<file path="config.mk">
export PLATFORM = sky130hd
export DESIGN_NAME = uart_tx_arbiter
export DESIGN_NICKNAME = d
export VERILOG_FILES = /design/src/rtl/uart_tx_arbiter.sv
export SDC_FILE = /design/constraint.sdc
export NUM_CORES = 1
export LEC_CHECK = 0
export CAP_MARGIN = 0
export CORE_UTILIZATION = 45
export DETAILED_ROUTE_END_ITERATION = 6
export PLACE_DENSITY = 0.82
export SYNTH_ARGS = -nofsm -noshare
export SYNTH_HDL_FRONTEND = slang
export SYNTH_SLANG_ARGS = --single-unit
</file>
<file path="constraint.sdc">
create_clock -name clk -period 5.4 [get_ports clk]
set_input_delay 1.35 -clock clk [delete_from_list [all_inputs] [get_ports clk]]
set_output_delay 1.35 -clock clk [all_outputs]
set_load 0.01 [all_outputs]
</file>
<file path="src/rtl/uart_tx_arbiter.sv">
// Per-frame arbiter that shares one uart_tx between NUM_REQ byte-stream sources.
// Define UART_ARB_FIXED_PRIO_EN for fixed priority (requester 0 highest) instead of round-robin.
module uart_tx_arbiter #(
    parameter int                NUM_REQ = 3,
    parameter int                TO_BIT  = 20,
    parameter logic [TO_BIT-1:0] TIMEOUT = 20'd1_000_000
) (
    input  logic                 clk,
    input  logic                 rst,
    input  logic [NUM_REQ-1:0]   req_valid,
    input  logic [8*NUM_REQ-1:0] req_data,
    input  logic [NUM_REQ-1:0]   req_last,
    output logic [NUM_REQ-1:0]   req_ready,
    output logic [NUM_REQ-1:0]   grant,
    output logic                 tx_start,
    output logic [7:0]           tx_din,
    input  logic                 tx_done,
    output logic                 frame_abort,
    output logic                 busy
);
    localparam int PTR_W = (NUM_REQ > 1) ? $clog2(NUM_REQ) : 1;

    typedef enum logic [1:0] {
        IDLE,
        WAIT_BYTE,
        LOAD,
        BUSY
    } state_t;

    state_t              r_state;
    state_t              w_nextState;
    logic [PTR_W-1:0]    r_gntIdx;
    logic [PTR_W-1:0]    w_winner;
    logic [NUM_REQ-1:0]  r_grant;
    logic [7:0]          r_txDin;
    logic [7:0]          w_selData;
    logic                r_last;
    logic                r_firstDone;
    logic                r_abort;
    logic [TO_BIT-1:0]   r_toCnt;
    logic                w_selValid;
    logic                w_selLast;
    logic                w_anyValid;
    logic                w_accept;
    logic                w_release;
    logic                w_timeout;

    assign w_anyValid = |req_valid;

    always_comb begin
        w_selValid = 1'b0;
        w_selLast  = 1'b0;
        w_selData  = 8'h00;
        for (int i = 0; i < NUM_REQ; i++) begin
            if (r_gntIdx == PTR_W'(i)) begin
                w_selValid = req_valid[i];
                w_selLast  = req_last[i];
                w_selData  = req_data[8*i +: 8];
            end
        end
    end

`ifdef UART_ARB_FIXED_PRIO_EN
    always_comb begin
        w_winner = '0;
        for (int i = NUM_REQ - 1; i >= 0; i--) begin
            if (req_valid[i]) begin
                w_winner = PTR_W'(i);
            end
        end
    end
`else
    logic [PTR_W-1:0] r_rrPtr;
    int               w_dist;
    int               w_bestDist;

    // Winner is the valid requester at the smallest upward distance from rr_ptr.
    always_comb begin
        w_winner   = '0;
        w_dist     = 0;
        w_bestDist = NUM_REQ;
        for (int i = 0; i < NUM_REQ; i++) begin
            w_dist = (i >= int'(r_rrPtr)) ? (i - int'(r_rrPtr)) : (i + NUM_REQ - int'(r_rrPtr));
            if (req_valid[i] && (w_dist < w_bestDist)) begin
                w_bestDist = w_dist;
                w_winner   = PTR_W'(i);
            end
        end
    end

    always_ff @(posedge clk) begin
        if (rst) begin
            r_rrPtr <= '0;
        end else if (w_release) begin
            r_rrPtr <= (r_gntIdx == PTR_W'(NUM_REQ - 1)) ? '0 : r_gntIdx + 1'b1;
        end
    end
`endif

    always_ff @(posedge clk) begin
        if (rst) begin
            r_state <= IDLE;
        end else begin
            r_state <= w_nextState;
        end
    end

    always_comb begin
        w_nextState = r_state;
        w_accept    = 1'b0;
        w_release   = 1'b0;
        w_timeout   = 1'b0;
        case (r_state)
            IDLE: begin
                if (w_anyValid) begin
                    w_nextState = WAIT_BYTE;
                end
            end
            WAIT_BYTE: begin
                if (w_selValid) begin
                    w_accept    = 1'b1;
                    w_nextState = LOAD;
                end else if (r_firstDone && (r_toCnt == TIMEOUT - 1'b1)) begin
                    w_timeout   = 1'b1;
                    w_release   = 1'b1;
                    w_nextState = IDLE;
                end
            end
            LOAD: begin
                w_nextState = BUSY;
            end
            BUSY: begin
                if (tx_done) begin
                    if (r_last) begin
                        w_release   = 1'b1;
                        w_nextState = IDLE;
                    end else begin
                        w_nextState = WAIT_BYTE;
                    end
                end
            end
            default: begin
                w_nextState = IDLE;
            end
        endcase
    end

    // Stall counter only runs between bytes of a frame that has already started.
    always_ff @(posedge clk) begin
        if (rst) begin
            r_toCnt <= '0;
        end else if ((r_state == WAIT_BYTE) && r_firstDone && !w_accept && !w_timeout) begin
            if (r_toCnt != '1) begin
                r_toCnt <= r_toCnt + 1'b1;
            end
        end else begin
            r_toCnt <= '0;
        end
    end

    always_ff @(posedge clk) begin
        if (rst) begin
            r_grant     <= '0;
            r_gntIdx    <= '0;
            r_txDin     <= 8'h00;
            r_last      <= 1'b0;
            r_firstDone <= 1'b0;
            r_abort     <= 1'b0;
        end else begin
            r_abort <= w_timeout;
            if ((r_state == IDLE) && w_anyValid) begin
                r_grant     <= NUM_REQ'(1) << w_winner;
                r_gntIdx    <= w_winner;
                r_firstDone <= 1'b0;
            end else if (w_release) begin
                r_grant <= '0;
            end
            if (w_accept) begin
                r_txDin     <= w_selData;
                r_last      <= w_selLast;
                r_firstDone <= 1'b1;
            end
        end
    end

    assign grant       = r_grant;
    assign req_ready   = (r_state == WAIT_BYTE) ? r_grant : '0;
    assign tx_start    = (r_state == LOAD);
    assign tx_din      = r_txDin;
    assign frame_abort = r_abort;
    assign busy        = (r_state != IDLE);

endmodule

</file>
==> results of run 1 <==
[cell families after synthesis]
group                      share of synthesized area [%]
muxes                                               4.55
adders and majority gates                           5.68
and+or+nand+nor                                     33.3
DFF                                                 33.1
xor gates and xnor gates                            3.62
buffers and inverters                               3.77
AOI/OAI and AO/OA                                   16.0
[routing by layer]
| metal | GRT usage, % | up-vias |
|---|---|---|
| met5 | 0 | - |
| met4 | 5.97 | 0 |
| met3 | 6.22 | 7 |
| met2 | 35.7 | 77 |
| met1 | 25.0 | 1022 |
| li1 | - | 1142 |
[report_power, final]
part / total, W / switching [W] / internal, W
logic: 0.000109 / 0.0000468 / 0.0000625
registers: 0.000319 / 0.0000119 / 0.000307
clock network: 0.000253 / 0.000114 / 0.000139
total: 0.000681 / 0.000172 / 0.000509
[path summary, 6_finish.rpt]
| path | start | to | slack [ps] | cells after the start |
|---|---|---|---|---|
| worst max-delay path | req_valid[0] | r_gntIdx[1]$_SDFFE_PP0P_ | 1510 | 14 |
| worst min-delay path | grant[0]$_SDFFE_PP0P_ | grant[0]$_SDFFE_PP0P_ | 470 | 2 |
| worst max register to register | r_rrPtr[1]$_SDFFE_PP0P_ | r_gntIdx[1]$_SDFFE_PP0P_ | 2350 | 15 |
| worst min register to register | grant[0]$_SDFFE_PP0P_ | grant[0]$_SDFFE_PP0P_ | 470 | 2 |
[layout by cell type, fill, tap and decap left out, drive strengths merged, types with 2 or more instances in the layout]
cell type	n
or2	3
nor4	6
o21ai	11
nand2	19
nor2b	7
and4	3
nand2b	5
dfxtp	40
a21oi	23
and3b	2
clkinv	2
a211oi	10
nor4b	4
nand3	19
and2	3
a41o	2
clkbuf	5
ha	11
a31oi	4
and3	4
nor2	43
or3	5
xor2	5
xnor2	5
nor3	9
nand4	5
o211ai	2
inv	4
clkdlybuf4s50	49
mux2i	11
[per-stage QoR]
step,instance area (um2),hold WS [ps],worst slack [ps],power (W),utilization [%]
2_1_floorplan,2420,472,2000,0.000381,-
3_3_place_gp,2920,462,1360,0.000434,56.9
3_5_place_dp,2920,463,1250,0.000435,56.9
4_1_cts,3040,476,1560,0.000687,59.1
5_1_grt,3040,496,1350,0.000713,59.1
6_report,3040,472,1510,0.000681,59.1
[registers in the layout, indices dropped and copies added (netlist names), named ones only]
register     cells
tx_din           8
r_toCnt         20
r_gntIdx         2
grant            3
r_last           1
r_state          1
r_firstDone      1
r_rrPtr          2
frame_abort      1
[layout make-up]
type | count | area [um2] | area share (%)
multi-input cells | 233 | 1530 | 50.3
flip-flops and latches | 40 | 801 | 26.3
repair buffers | 49 | 490 | 16.1
well taps | 70 | 87.6 | 2.88
clock buffers | 5 | 68.8 | 2.26
clock inverters | 3 | 47.5 | 1.56
inverters | 4 | 15.0 | 0.494
[worst max-delay path: cells and delay by family]
family | cells | cell delay, ps
AO/OA/AOI/OAI | 5 | 1000
AND/OR/NAND/NOR | 6 | 800
adder cells (fa/ha/maj) | 2 | 430
buffers and inverters | 1 | 460
==> reports/results.env, run 1 <==
CTS_MADE_BUFFERS=5
HOLDCRITPATHCLASS='flop to flop'
CLOCK-SKEW-FINAL_PS=7.74
CRITPATHARRIVALTIME_PS=4060
MAX-CLOCK-PATH-BUFFERS=2
DRC=0
FILL_CELLS=477
DETAIL_ROUTE.WIRELENGTH.MET1_MM=2.41
HTREE_LEVELS=2
NUMBER_OF_I_O_PINS=50
RSZ0062_AT_GRT='false'
ROUTE.FINAL.WIRE_LENGTH_MM=5.41
SYN_INST=291
SYNTH.YOSYS.SEQ_AREA_SHARE_PCT=33.1
WL_PER_CELL_UM=13.4
FINALSETUPVIOLCOUNT=0
FLOORPLAN.CORE_AREA_MM2=0.00514
GRT_PASS1_WL_MM=9.04
ROUTED-WL-MET2_MM=2.55
POSTROUTEANTENNANETS=0
HIGHEST_LAYER='met4'
FLOORPLAN.DIE.HEIGHT_UM=75.4
POST_CTS_RESIZED=0
POWER_DENSITY_mW_PER_MM2=224
GP_CONGESTION=0.817
FLOORPLAN.INITIALDENSITY_PCT=47.1
CAP_VIOLATIONS=0
DETAILROUTE.VIA_COUNT=2248
INSERTEDDIODECOUNT=0
FLOORPLAN.ROWS=26
DESIGN.FINAL.NETS=377
CTS-ROOT-BUF='sky130_fd_sc_hd__clkbuf_8'
RELSLEWSLACK_PCT=22.0
SYN2LAYOUT_AREA_GROWTH_PCT=25.5
FINAL_CELL_COUNT_NO_FILL=404
POST_CTS_BUFFERS=0
WORSTSETUPSTARTPOINTTYPE='primary input'
NETLIST.TOP_CELL.BY_AREA='sky130_fd_sc_hd__dfxtp_1'
YOSYSWARNINGCOUNT=0
DRT_ITER0_DRC=103
MIN_PERIOD_PS=3890
STATUS='completed'
LIBRARY_CELL_WITH_THE_HIGHEST_INSTANCE_COUNT_AFTER_SYNTHESIS='sky130_fd_sc_hd__nor2_1'
ANTENNA_FOUND_INITIAL=0
CLOCK.FMAX_MHz=257
POSTCTSHOLDBUFS=0
HPWLAFTERDP_MM=4.05
TIMING.FINAL.HOLD_VIOLATIONS=0
CP_SLOWEST_STAGE_DELAY_PS=460
CTS.SINKS=40
PORT_BUFFERS=49
GRT_OVERFLOW=0
TRITONCTS='yes'
CRITICAL_PATH_PEAK_FANOUT=4
NETLIST.AREA_LEADER.SHARE_PCT=33.1
CLKLATENCYLATEPIN_PS=300
PRIMARY_FF_MASTER_SYNTH='sky130_fd_sc_hd__dfxtp_1'
CRIT_PATH_CELL_TRACE='clkdlybuf4s50_1 -> nor2b_1 -> ha_1 -> nor2b_1 -> nand2_1 -> o21ai_0 -> nand2_1 -> o21a_1 -> ha_1 -> nand3_1 -> a311o_1 -> o211ai_1 -> nand2b_1 -> o21ai_0'
CRITICAL-PATH-SLOWEST-CELL='sky130_fd_sc_hd__clkdlybuf4s50_1'
LEAKAGEPOWER_nW=1.07
VIA_COUNT_OF_THE_FIRST_GLOBAL_ROUTING_PASS=2035
SYNTHTOPCELLSBYAREA='sky130_fd_sc_hd__dfxtp_1, sky130_fd_sc_hd__nor2_1, sky130_fd_sc_hd__ha_1, sky130_fd_sc_hd__a21oi_1, sky130_fd_sc_hd__mux2i_1'
AVGSYNTHCELLAREA_UM2=8.32
DETAIL_ROUTE.FIRST_PASS.ITERATIONS=4
DIEAREA_MM2=0.00568
IRDROPWORSTVDD_uV=119
SYNTH_ENABLE_FLOP_CELLS=0
WORST_SETUP_PATH_CLASS='primary input to flop'
CLK_PIN_SLEW_PS=80
SYNTHARSTFLOPSHARE_PCT=0
SYNTHESIS_STAGE_REGISTER_BIT_COUNT=40
POST_SYNTH_INSTANCE_AREA_MM2=0.00242
AVGVIACOUNTPERCELL=5.56
TIMING_WORST_SLEW_PIN_VALUE_PS=1170
REPORT.FINAL.SLEW_VIOL_COUNT=0
CRITICAL_PATH_REQUIRED_PS=5580
CRIT_SHARE_POST_ROUTE_PCT=72.0
MET3_LENGTH_UM=391
DP.CELLS=396
DRIVE_GT1_SHARE_PCT=8.08
NETLIST_TOP_CELLS_COUNT='sky130_fd_sc_hd__nor2_1, sky130_fd_sc_hd__dfxtp_1, sky130_fd_sc_hd__a21oi_1'
GRT_START_MAX_NET_PINS=21
SYNTH_UNIQUE_CELLS=56
DIE_W_UM=75.4
GRT_OVERALL_USAGE_PCT=20.7
CP-END-KIND='flop'
SETUP_TNS_PS=0
POSTSYNTHNETCOUNT=335
(Power assumes the default switching activity.)
==> inputs of run 2 (changes only) <==
==> constraint.sdc (replaced) <==
create_clock -name clk -period 3.6 [get_ports clk]
set_input_delay 0.9 -clock clk [delete_from_list [all_inputs] [get_ports clk]]
set_output_delay 0.9 -clock clk [all_outputs]
set_load 0.01 [all_outputs]
==> run 2 against run 1 <==
Against the previous run: hold slack worse by 1.3 ps; clock skew down 3.6 ps; combinational power up 58%; cell count up 1.2%; die area unchanged; clock power up 57%.
==> reports/results.env, run 2 (same netlist as run 1, synthesis figures left out) <==
STATUS='completed'
GP_CONGESTION=0.802  # -1.8%
MULTIINPUTGATEAREA_MM2=0.00153  # unchanged
CTS.SINKS=40  # unchanged
SETUP_TNS_PS=0  # unchanged
HOLDCRITPATHCLASS='flop to flop'
CLOCK-SKEW-FINAL_PS=4.17  # -3.57 ps
POWER.SEQUENTIAL.FRACTION_PCT=45.5  # -1.3 points
POST_CTS_RESIZED=0  # unchanged
WORST_SETUP_PATH_CLASS='primary input to flop'
CP_SLOWEST_STAGE_DELAY_PS=510  # +50 ps
VIA_COUNT_OF_THE_FIRST_GLOBAL_ROUTING_PASS=2050  # +0.74%
DETAILROUTE.VIA_COUNT=2294  # +2.0%
CLK_PIN_SLEW_PS=80  # about the same
CTS-ROOT-BUF='sky130_fd_sc_hd__clkbuf_8'
FILL_CELLS=486  # +1.9%
LARGEST-REGISTER='r_toCnt'
CRIT_SHARE_POST_ROUTE_PCT=91.9
MAX-CLOCK-PATH-BUFFERS=2  # unchanged
MOST_USED_CELLS_IN_THE_LAYOUT_EXCLUDING_FILL_AND_TAP_CELLS='sky130_fd_sc_hd__clkdlybuf4s50_1, sky130_fd_sc_hd__nor2_1, sky130_fd_sc_hd__dfxtp_1'
LAYOUT.AREA.SEQ_UM2=801  # unchanged
WORSTSETUPSTARTPOINTTYPE='primary input'
GRT_PASS1_WL_MM=8.92  # -1.3%
DRT_ITER0_DRC=129  # +25%
POSTCTSHOLDBUFS=0  # unchanged
POST_CTS_BUFFERS=0  # unchanged
DP.CELLS=401  # +1.3%
WL_PER_CELL_UM=12.9  # -3.5%
CRITICAL_PATH_REQUIRED_PS=3770  # -1810 ps
P_SW_W=0.000242  # +40%
FLOORPLAN.DIE.HEIGHT_UM=75.4  # unchanged
HTREE_LEVELS=2  # unchanged
GRT_OVERALL_USAGE_PCT=20.5  # -0.25 points
FINAL_AREA_MM2=0.00309  # +1.6%
POST-PLACE-WS_PS=31.9  # -1210 ps
MIN_PERIOD_PS=3310
LARGEST_REGISTER_FFS=20  # unchanged
FINALSETUPVIOLCOUNT=0  # unchanged
P_CLK_SHARE_PCT=38.1  # +1.0 points
CAP_VIOLATIONS=0  # unchanged
DESIGN.FINAL.NETS=382  # +1.3%
FLOORPLAN.CORE_AREA_MM2=0.00514  # unchanged
TRITONCTS='yes'
DRC=0  # unchanged
HPWLAFTERDP_MM=4.08  # +0.92%
CELL_INTERNAL_PWR_W=0.000803  # +58%
RSZ0062_AT_GRT='false'
GRT_OVERFLOW=0  # unchanged
IRDROPWORSTVDD_uV=147  # +23%
CP-END-KIND='flop'
CRITICAL-PATH-SLOWEST-CELL='sky130_fd_sc_hd__clkdlybuf4s50_1'
PORT_BUFFERS=49  # unchanged
CLOCK.FMAX_MHz=302
CRITICAL_PATH_PEAK_FANOUT=4  # unchanged
DIEAREA_MM2=0.00568  # unchanged
DIE_W_UM=75.4  # unchanged
FLOORPLAN.ROWS=26  # unchanged
POWER_DENSITY_mW_PER_MM2=339  # +51%
ROUTE.FINAL.WIRE_LENGTH_MM=5.29  # -2.3%
AVGVIACOUNTPERCELL=5.61  # +0.80%
POSTROUTEANTENNANETS=0  # unchanged
POST_DP_CELL_AREA_MM2=0.00296  # +1.3%
FINAL_CELL_COUNT_NO_FILL=409  # +1.2%
FLOORPLAN.INITIALDENSITY_PCT=47.1  # unchanged
COMB_POWER_SHARE_PCT=16.5  # +0.5 points
CLKLATENCYLATEPIN_PS=290  # about the same
LEAKAGEPOWER_nW=1.11  # +3.0%
RELSLEWSLACK_PCT=51.2  # +29 points
DRIVE_GT1_SHARE_PCT=9.44  # +1.4 points
MOST_COMMON_LIBRARY_CELL_IN_THE_LAYOUT_IGNORING_FILL_AND_TAPS='sky130_fd_sc_hd__clkdlybuf4s50_1'
TIMING_WORST_SLEW_PIN_VALUE_PS=732  # -433 ps
ANTENNA_FOUND_INITIAL=0  # unchanged
CTS_MADE_BUFFERS=5  # unchanged
GRT_START_MAX_NET_PINS=21  # unchanged
INSERTEDDIODECOUNT=0  # unchanged
SWITCHING_SHARE_PCT=23.2  # -2.2 points
TIMING.FINAL.HOLD_VIOLATIONS=0  # unchanged
FINALWORSTSETUPSLACK_PS=290  # -1220 ps
DETAIL_ROUTE.FIRST_PASS.ITERATIONS=4  # unchanged
REPORT.FINAL.SLEW_VIOL_COUNT=0  # unchanged
CRIT_PATH_CELL_TRACE='clkdlybuf4s50_1 -> nor2b_1 -> ha_1 -> inv_1 -> a21oi_1 -> o21ai_0 -> nand2_1 -> o21a_1 -> ha_1 -> nand3_1 -> a311o_1 -> o211ai_1 -> nand2b_1 -> o21ai_0'
NUMBER_OF_I_O_PINS=50  # unchanged
SYN2LAYOUT_AREA_GROWTH_PCT=27.5
CRITPATHARRIVALTIME_PS=3480  # -580 ps
==> run 2: per-layer routing <==
| layer | share of wire [%] | track usage, % | up-vias |
|---|---|---|---|
| met5 | 0 | 0 | - |
| met4 | 1.7 | 7.20 | 0 |
| li1 | - | - | 1150 |
| met2 | 48 | 34.7 | 82 |
| met3 | 7.6 | 6.35 | 12 |
| met1 | 42 | 24.5 | 1050 |
==> run 2: area by class of cell <==
cell class | count | share of cell area [%]
clock buffers | 7 | 3.12
clock inverters | 1 | 0.973
well taps | 70 | 2.84
flip-flops and latches | 40 | 25.9
repair buffers | 54 | 17.1
multi-input cells | 233 | 49.5
inverters | 4 | 0.486
==> run 2: worst max-delay path, delay by kind of cell <==
| kind | cells | cell delay (ps) |
|---|---|---|
| adder cells (fa/ha/maj) | 2 | 540 |
| AND/OR/NAND/NOR | 4 | 560 |
| buffers and inverters | 2 | 590 |
| AO/OA/AOI/OAI | 6 | 890 |
==> run 2: metrics by stage <==
step	power [W]	utilization [%]	hold slack (ps)
after floorplan	0.000571	-	472
after global placement	0.000655	57.6	463
after detailed placement	0.000658	57.6	465
after CTS	0.00106	60.1	475
after global routing	0.00109	60.1	499
final	0.00104	60.1	471
==> run 2: path summary, 6_finish.rpt <==
kind | start | end | slack [ps] | cells past startpoint
worst max register to register | r_rrPtr[1]$_SDFFE_PP0P_ | grant[2]$_SDFFE_PP0P_ | 630 | 15
worst min register to register | grant[0]$_SDFFE_PP0P_ | grant[0]$_SDFFE_PP0P_ | 470 | 2
worst min-delay path | grant[0]$_SDFFE_PP0P_ | grant[0]$_SDFFE_PP0P_ | 470 | 2
worst max-delay path | req_valid[0] | grant[2]$_SDFFE_PP0P_ | 290 | 14
==> run 2: power by group through the flow <==
stage	registers [W]	logic [W]	clock network, W
global placement	0.000485	0.000170	0
finish	0.000475	0.000172	0.000398
floorplan	0.000488	0.0000833	0
CTS	0.000475	0.000173	0.000407
detailed placement	0.000486	0.000173	0
global route	0.000477	0.000190	0.000428
